### config.mk
export PLATFORM = sky130hd
export DESIGN_NAME = redor_seq
export DESIGN_NICKNAME = d
export VERILOG_FILES = /design/src/rtl/redor_seq.sv
export SDC_FILE = /design/constraint.sdc
export NUM_CORES = 1
export LEC_CHECK = 0
export BUFFER_PORTS_ARGS = -buffer_cell sky130_fd_sc_hd__buf_2
export CORE_MARGIN = 4
export CORE_UTILIZATION = 52
export CTS_BUF_LIST = sky130_fd_sc_hd__clkbuf_8
export CTS_CLUSTER_SIZE = 28
export DETAILED_ROUTE_END_ITERATION = 10
export GPL_ROUTABILITY_DRIVEN = 0
export PLACE_DENSITY = 0.86
export SLEW_MARGIN = 15
export SYNTH_ARGS = -nofsm -noshare
export SYNTH_HDL_FRONTEND = slang
export SYNTH_SLANG_ARGS = --single-unit
export TNS_END_PERCENT = 20
### constraint.sdc
create_clock -name clk -period 5.1 [get_ports clk]
set_clock_uncertainty 0.1 [all_clocks]
set_input_delay 1.02 -clock clk [delete_from_list [all_inputs] [get_ports clk]]
set_output_delay 1.02 -clock clk [all_outputs]
set_load 0.01 [all_outputs]
### src/rtl/redor_seq.sv
// redor_seq: sequences an "any nonzero" test over a streamed row of beats.
//   redor_unit : combinational reduction-OR of one data beat.
//   redor_seq  : command-started job controller. It accepts len_i beats and
//                accumulates an any-nonzero flag, a count of nonzero beats and
//                the index of the first nonzero beat. The result is held until
//                the consumer takes it.
// Ports (redor_seq):
//   clk, rst           clock, synchronous active-high reset
//   start_i, len_i     job command; sampled only while idle
//   busy_o             job in progress or result pending
//   in_data_i/in_valid_i/in_ready_o   beat stream handshake
//   res_valid_o/res_ready_i           result handshake
//   res_any_o, res_cnt_o, res_first_o result fields (first = all-ones if none)

// Reduction-OR of one beat: high when any bit of the beat is set.
module redor_unit #(
    parameter int unsigned WIDTH = 64
) (
    input  logic [WIDTH-1:0] data,
    output logic             any_c
);
    assign any_c = |data;
endmodule

module redor_seq #(
    parameter int unsigned WIDTH = 64,
    parameter int unsigned LEN_W = 8
) (
    input  logic             clk,
    input  logic             rst,
    input  logic             start_i,
    input  logic [LEN_W-1:0] len_i,
    output logic             busy_o,
    input  logic [WIDTH-1:0] in_data_i,
    input  logic             in_valid_i,
    output logic             in_ready_o,
    output logic             res_valid_o,
    input  logic             res_ready_i,
    output logic             res_any_o,
    output logic [LEN_W-1:0] res_cnt_o,
    output logic [LEN_W-1:0] res_first_o
);
    // Sentinel for "no nonzero beat seen"; never a legal index since idx <= len-1 <= 2^LEN_W-2.
    localparam logic [LEN_W-1:0] FIRST_NONE = '1;
    localparam logic [LEN_W-1:0] ONE        = LEN_W'(1);

    typedef enum logic [1:0] {
        IDLE = 2'd0,
        RUN  = 2'd1,
        DONE = 2'd2
    } state_t;

    state_t           state_q;
    logic [LEN_W-1:0] idx_q;
    logic [LEN_W-1:0] len_q;

    logic beat_nz_c;
    logic beat_fire_c;
    logic last_beat_c;

    redor_unit #(.WIDTH(WIDTH)) u_redor (
        .data  (in_data_i),
        .any_c (beat_nz_c)
    );

    assign beat_fire_c = in_valid_i && in_ready_o;
    assign last_beat_c = (idx_q == len_q - ONE);

    // Controller: state, job counters and registered outputs move together.
    always_ff @(posedge clk) begin
        if (rst) begin
            state_q     <= IDLE;
            idx_q       <= '0;
            len_q       <= '0;
            res_any_o   <= 1'b0;
            res_cnt_o   <= '0;
            res_first_o <= FIRST_NONE;
            res_valid_o <= 1'b0;
            in_ready_o  <= 1'b0;
            busy_o      <= 1'b0;
        end else begin
            case (state_q)
                IDLE: begin
                    if (start_i) begin
                        len_q       <= len_i;
                        idx_q       <= '0;
                        res_any_o   <= 1'b0;
                        res_cnt_o   <= '0;
                        res_first_o <= FIRST_NONE;
                        busy_o      <= 1'b1;
                        if (len_i != '0) begin
                            state_q    <= RUN;
                            in_ready_o <= 1'b1;
                        end else begin
                            // Empty job: result is immediately available.
                            state_q     <= DONE;
                            res_valid_o <= 1'b1;
                        end
                    end
                end

                RUN: begin
                    if (beat_fire_c) begin
                        if (beat_nz_c) begin
                            res_any_o <= 1'b1;
                            res_cnt_o <= res_cnt_o + ONE;
                            if (res_first_o == FIRST_NONE) begin
                                res_first_o <= idx_q;
                            end
                        end
                        idx_q <= idx_q + ONE;
                        if (last_beat_c) begin
                            state_q     <= DONE;
                            in_ready_o  <= 1'b0;
                            res_valid_o <= 1'b1;
                        end
                    end
                end

                DONE: begin
                    // Result fields stay as-is until the next start clears them.
                    if (res_ready_i) begin
                        state_q     <= IDLE;
                        res_valid_o <= 1'b0;
                        busy_o      <= 1'b0;
                    end
                end

                default: begin
                    state_q     <= IDLE;
                    res_valid_o <= 1'b0;
                    in_ready_o  <= 1'b0;
                    busy_o      <= 1'b0;
                end
            endcase
        end
    end
endmodule

==> flow_metrics.env, run 1 <==
export IMPL_drive_gt1_share_pct=32.21
export IMPL_ys_seq_area_share_pct=35.12
export IMPL_synth_seq_cells=38
export IMPL_post_drt_wl_per_cell_um=14.13
export IMPL_regArea_um2=760.7
export IMPL_slowest_delay_ns=0.41
export IMPL_hold_buffers=0
export IMPL_synthFlopType="dfxtp_1"
export IMPL_min_period_ns=2.575
export IMPL_mostFrequentLayoutCells="buf_2, dfxtp_1, nor2_1"
export IMPL_p_switching_w=0.0001948
export IMPL_clock_latency_ns=0.29
export IMPL_powerDensity_mw_per_mm2=244.2
export IMPL_synth_cells=269
export IMPL_hold_viol_final=0
export IMPL_cp_max_fo=9
export IMPL_p_leak_nw=1.194
export IMPL_clock_sinks=38
export IMPL_grt_pass1_vias=2187
export IMPL_grt_pass1_wl_um=9252
export IMPL_track_usage_pct=22.01
export IMPL_totalWireLength_um=5749
export IMPL_overflow=0
export IMPL_synthAdderAreaFrac_pct=1.733
export IMPL_multi_input_area_mm2=0.001321
export IMPL_die_h_um=72.54
export IMPL_slew_violations=0
export IMPL_synth_area_leaders="dfxtp_1, nor2_1, a21oi_1, nor4_1, mux2i_1"
export IMPL_total_power_w=0.0006642
export IMPL_drc=0
export IMPL_antenna_cells=0
export IMPL_dr_pass1_iters=5
export IMPL_io_pins=97
export IMPL_port_buffers=96
export IMPL_finalCritPeriodShare_pct=50.49
export IMPL_synth_top_family_by_area="simple AND/OR/NAND/NOR gates"
export IMPL_max_cap_violations=0
export IMPL_synth_edff_count=0
export IMPL_tritoncts="built"
export IMPL_synthDistinctLibCells=47
export IMPL_synth_top_area_share_pct=35.12
export IMPL_synth_async_sr_flop_share_pct=0
export IMPL_postCtsSetupBuffers=0
export IMPL_area_growth_synth_to_final_pct=25.59
export IMPL_cp_required_ns=5.15
export IMPL_yosysWarnings=0
export IMPL_start_util_pct=54.14
export IMPL_hold_class="reg2reg"
export IMPL_clk_pin_slew_worst_paths_ns=0.07
export IMPL_clock_root_buffer="clkbuf_8"
export IMPL_seqPwrFrac_pct=50.0
export IMPL_ir_worst_vdd_v=0.0001582
export IMPL_cts_buffers=5
export IMPL_fill_cells=335
export IMPL_fin_tns_setup_ns=0
export IMPL_synthMuxAreaShare_pct=4.159
export IMPL_setup_violations=0
export IMPL_worst_pin_slew_ns=0.7393
export IMPL_antenna_found_initial=0
export IMPL_crit_chain="buf_2 > nor4_1 > nand3_1 > or3_4 > o21a_1 > nand2_1 > o22ai_1"
export IMPL_worstSetupPathType="in2reg"
export IMPL_fin_nets=437
export IMPL_rows=23
export IMPL_drtIter0Drc=137
export IMPL_crit_path_top_delay_cell="or3_4"
export IMPL_critPathBufInv=1
export IMPL_mostFrequentLayoutCell="buf_2"
export IMPL_dpl_hpwl_um=4505
export IMPL_antenna_left=0
export IMPL_fmax_ghz=0.3884
export IMPL_post_cts_resized=0
export IMPL_netlist_area_mm2=0.002166
export IMPL_status="completed"
export IMPL_comb_power_share_pct=21.7
export IMPL_startpoint_type="input port"
export IMPL_grt_max_degree=44
export IMPL_p_clk_share_pct=28.3
export IMPL_yosysTopAreaCell="dfxtp_1"
export IMPL_p_int_w=0.0004694
export IMPL_synth_nets=349
export IMPL_vias=2368
export IMPL_coreArea_mm2=0.004000
export IMPL_crit_path_end_kind="register"
export IMPL_arrival_ns=2.62
export IMPL_rsz0062_at_grt="false"
export IMPL_cts_max_path_buffers=2
export IMPL_viasPerCell=5.818
export IMPL_yosys_area_share_simple_pct=32.47
export IMPL_switching_share_pct=29.33
export IMPL_die_w_um=72.54
export IMPL_avgSynthCellArea_um2=8.051
export IMPL_path_delay_family="simple AND/OR/NAND/NOR gates"
export IMPL_synth_compound_gate_area_share_pct=16.98
export IMPL_slew_headroom_pct=50.71
export IMPL_h_tree_depth=2
export IMPL_synth_xor_area_share_pct=5.661
export IMPL_fp_dieArea_mm2=0.005261
==> worst paths after layout <==
check | startpoint | end | cells past startpoint | slack (ns)
hold reg to reg | res_cnt_o[7] | res_cnt_o[7] | 2 | 0.40
setup reg to reg | state_q[0] | res_cnt_o[0] | 6 | 2.75
setup / recovery | in_data_i[30] | res_cnt_o[0] | 7 | 2.53
hold / removal | res_cnt_o[7] | res_cnt_o[7] | 2 | 0.40
==> power by group through the flow <==
stage | combinational, W | clock, W | sequential [W]
floorplan | 0.0000930 | 0 | 0.000334
global placement | 0.000139 | 0 | 0.000338
detailed placement | 0.000143 | 0 | 0.000338
CTS | 0.000144 | 0.000193 | 0.000332
global route | 0.000159 | 0.000204 | 0.000335
finish | 0.000144 | 0.000188 | 0.000332
==> worst min-delay path, cell delays in order, from the launching register on <==
cell and delay (ns):
dfxtp_1 0.32, o21ai_0 0.07, a21oi_1 0.06
==> flip-flops by register name, indices dropped and copies added (netlist names) <==
register	count
res_first_o	8
state_q	2
in_ready_o	1
res_any_o	1
idx_q	8
res_cnt_o	8
res_valid_o	1
busy_o	1
len_q	8
==> cell families (layout without fill, tap and decap cells) <==
family	Yosys count	count (layout)
AO/OA/AOI/OAI	58	58
XOR/XNOR	14	14
adder cells (fa/ha/maj)	3	3
buffers and inverters	20	108
flip-flops	38	38
multiplexers	9	9
AND/OR/NAND/NOR	127	127
==> metal layers <==
layer  track usage (%)  vias to the layer above  wire (um)
li1                  -                     1152          -
met1             24.04                     1113       2157
met2             40.48                       92       3106
met3             5.263                       11        374
met4             8.607                        0        111
met5                 0                        -          0
==> cells in the mapped netlist, types with 2 or more instances <==
cell and n:
a211oi_2 2, a21oi_1 22, a31oi_1 2, and3_1 6, clkbuf_1 13, dfxtp_1 38, ha_1 3, inv_1 5
mux2i_1 9, nand2_1 21, nand2b_1 8, nand3_1 11, nand4_1 6, nor2_1 30, nor3_1 12, nor4_1 17
o21ai_0 18, or4_1 5, xnor2_1 5, xor2_1 9
==> final cells by class <==
cell class	instances	area share (%)
multi-input cells	211	48.57
inverters	5	0.6900
clock inverters	2	0.2760
well taps	50	2.300
flip-flops and latches	38	27.97
repair buffers	96	17.66
clock buffers	5	2.530
==> through the flow <==
step / utilization, % / hold slack (ns) / cells / setup slack (ns) / cell area, um2
after floorplan: - / 0.3661 / 269 / 2.605 / 2166
after global placement: 66.09 / 0.3750 / 400 / 2.283 / 2644
after detailed placement: 66.09 / 0.3828 / 400 / 2.248 / 2644
after CTS: 68.00 / 0.3956 / 407 / 2.518 / 2720
after global routing: 68.00 / 0.4267 / 407 / 2.405 / 2720
final: 68.00 / 0.3970 / 407 / 2.525 / 2720
(Power assumes the default switching activity.)
==> run 2, diff against run 1 <==
--- a/config.mk
+++ b/config.mk
@@ -7,12 +7,12 @@
 export LEC_CHECK = 0
 export BUFFER_PORTS_ARGS = -buffer_cell sky130_fd_sc_hd__buf_2
 export CORE_MARGIN = 4
-export CORE_UTILIZATION = 52
+export CORE_UTILIZATION = 49
 export CTS_BUF_LIST = sky130_fd_sc_hd__clkbuf_8
 export CTS_CLUSTER_SIZE = 28
 export DETAILED_ROUTE_END_ITERATION = 10
 export GPL_ROUTABILITY_DRIVEN = 0
-export PLACE_DENSITY = 0.86
+export PLACE_DENSITY = 0.82
 export SLEW_MARGIN = 15
 export SYNTH_ARGS = -nofsm -noshare
 export SYNTH_HDL_FRONTEND = slang
==> constraint.sdc (replaced) <==
create_clock -name clk -period 2.7 [get_ports clk]
set_clock_uncertainty 0.1 [all_clocks]
set_input_delay 0.54 -clock clk [delete_from_list [all_inputs] [get_ports clk]]
set_output_delay 0.54 -clock clk [all_outputs]
set_load 0.01 [all_outputs]
==> flow_metrics.env, run 2 (synthesis results as in run 1) <==
export IMPL_fin_tns_setup_ns=0
export IMPL_rows=23
export IMPL_arrival_ns=2.35
export IMPL_clock_root_buffer="clkbuf_8"
export IMPL_worst_pin_slew_ns=0.7422
export IMPL_crit_path_end_kind="register"
export IMPL_coreArea_mm2=0.004144
export IMPL_dr_pass1_iters=4
export IMPL_p_switching_w=0.0003614
export IMPL_hold_class="reg2reg"
export IMPL_area_growth_synth_to_final_pct=26.29
export IMPL_switching_share_pct=28.87
export IMPL_finalCritPeriodShare_pct=83.42
export IMPL_clock_sinks=38
export IMPL_fp_dieArea_mm2=0.005548
export IMPL_die_h_um=74.49
export IMPL_status="completed"
export IMPL_hold_buffers=0
export IMPL_drc=0
export IMPL_start_util_pct=52.26
export IMPL_dpl_hpwl_um=4517
export IMPL_post_drt_wl_per_cell_um=13.87
export IMPL_p_leak_nw=1.204
export IMPL_comb_power_share_pct=21.9
export IMPL_pre_cts_slack_ns=0.3402
export IMPL_grt_pass1_vias=2263
export IMPL_cp_required_ns=2.80
export IMPL_antenna_cells=0
export IMPL_setup_violations=0
export IMPL_dp_cells=402
export IMPL_totalWireLength_um=5673
export IMPL_viasPerCell=5.531
export IMPL_cts_buffers=5
export IMPL_grt_pass1_wl_um=9584
export IMPL_p_clk_share_pct=28.1
export IMPL_antenna_found_initial=0
export IMPL_h_tree_depth=2
export IMPL_fin_nets=439
export IMPL_final_core_util_pct=66.00
export IMPL_clock_latency_ns=0.28
export IMPL_postCtsSetupBuffers=0
export IMPL_rsz0062_at_grt="false"
export IMPL_slew_violations=0
export IMPL_seqPwrFrac_pct=50.0
export IMPL_tritoncts="built"
export IMPL_grt_max_degree=44
export IMPL_max_cap_violations=0
export IMPL_post_cts_resized=0
export IMPL_worst_slack_ns=0.4477
export IMPL_track_usage_pct=21.43
export IMPL_p_int_w=0.0008904
export IMPL_cp_max_fo=19
export IMPL_drive_gt1_share_pct=32.59
export IMPL_io_pins=97
export IMPL_powerDensity_mw_per_mm2=457.7
export IMPL_antenna_left=0
export IMPL_drtIter0Drc=55
export IMPL_final_cells=409
export IMPL_mostFrequentLayoutCell="buf_2"
export IMPL_ir_worst_vdd_v=0.0002901
export IMPL_overflow=0
export IMPL_cts_max_path_buffers=2
export IMPL_slew_headroom_pct=50.52
export IMPL_startpoint_type="register"
export IMPL_hold_viol_final=0
export IMPL_fmax_ghz=0.4440
export IMPL_clk_pin_slew_worst_paths_ns=0.07
export IMPL_min_period_ns=2.252
export IMPL_port_buffers=96
export IMPL_vias=2262
export IMPL_worstSetupPathType="reg2reg"
export IMPL_die_w_um=74.49
export IMPL_mostFrequentLayoutCells="buf_2, dfxtp_1, nor2_1"
## run 2: power by group through the flow
| stage | sequential [W] | combinational (W) | clock, W |
|---|---|---|---|
| 2_1_floorplan | 0.000632 | 0.000176 | 0 |
| 3_3_place_gp | 0.000638 | 0.000268 | 0 |
| 3_5_place_dp | 0.000639 | 0.000275 | 0 |
| 4_1_cts | 0.000626 | 0.000276 | 0.000359 |
| 5_1_grt | 0.000631 | 0.000306 | 0.000385 |
| 6_report | 0.000626 | 0.000274 | 0.000352 |
## run 2: critical path, cell delays in order, from the launching register on
cell and delay [ns]:
dfxtp_1 0.67, nand3_1 0.22, a21oi_4 0.32, o21a_1 0.47
nand2_1 0.20, o22ai_1 0.20
## run 2: per-layer routing
| layer | wire (um) | GRT usage (%) |
|---|---|---|
| met3 | 320 | 4.189 |
| met1 | 2295 | 25.48 |
| met2 | 2964 | 38.34 |
| met4 | 92 | 7.312 |
| met5 | 0 | 0 |
## run 2: worst paths after layout
check                           cells after the start          from  slack, ns      endpoint
worst max-delay path                                5    state_q[0]       0.45  res_cnt_o[0]
worst min-delay path                                2  res_cnt_o[1]       0.39  res_cnt_o[1]
worst max register to register                      5    state_q[0]       0.45  res_cnt_o[0]
worst min register to register                      2  res_cnt_o[1]       0.39  res_cnt_o[1]
## run 2: layout make-up
cell class	count	area [um2]
Clock inverter	2	7.507
Sequential cell	38	760.7
Tap cell	50	62.56
Fill cell	392	1409
Inverter	5	18.77
Clock buffer	5	68.82
Multi-Input combinational cell	211	1321
Timing Repair Buffer	98	495.5
## run 2: stage by stage
stage,power (W),instance area (um2),hold slack [ns]
final,0.001252,2735,0.3899
after global routing,0.001321,2735,0.4081
after CTS,0.001261,2735,0.3918
after detailed placement,0.0009133,2659,0.3818
after global placement,0.0009059,2659,0.3657
after floorplan,0.0008072,2166,0.3661
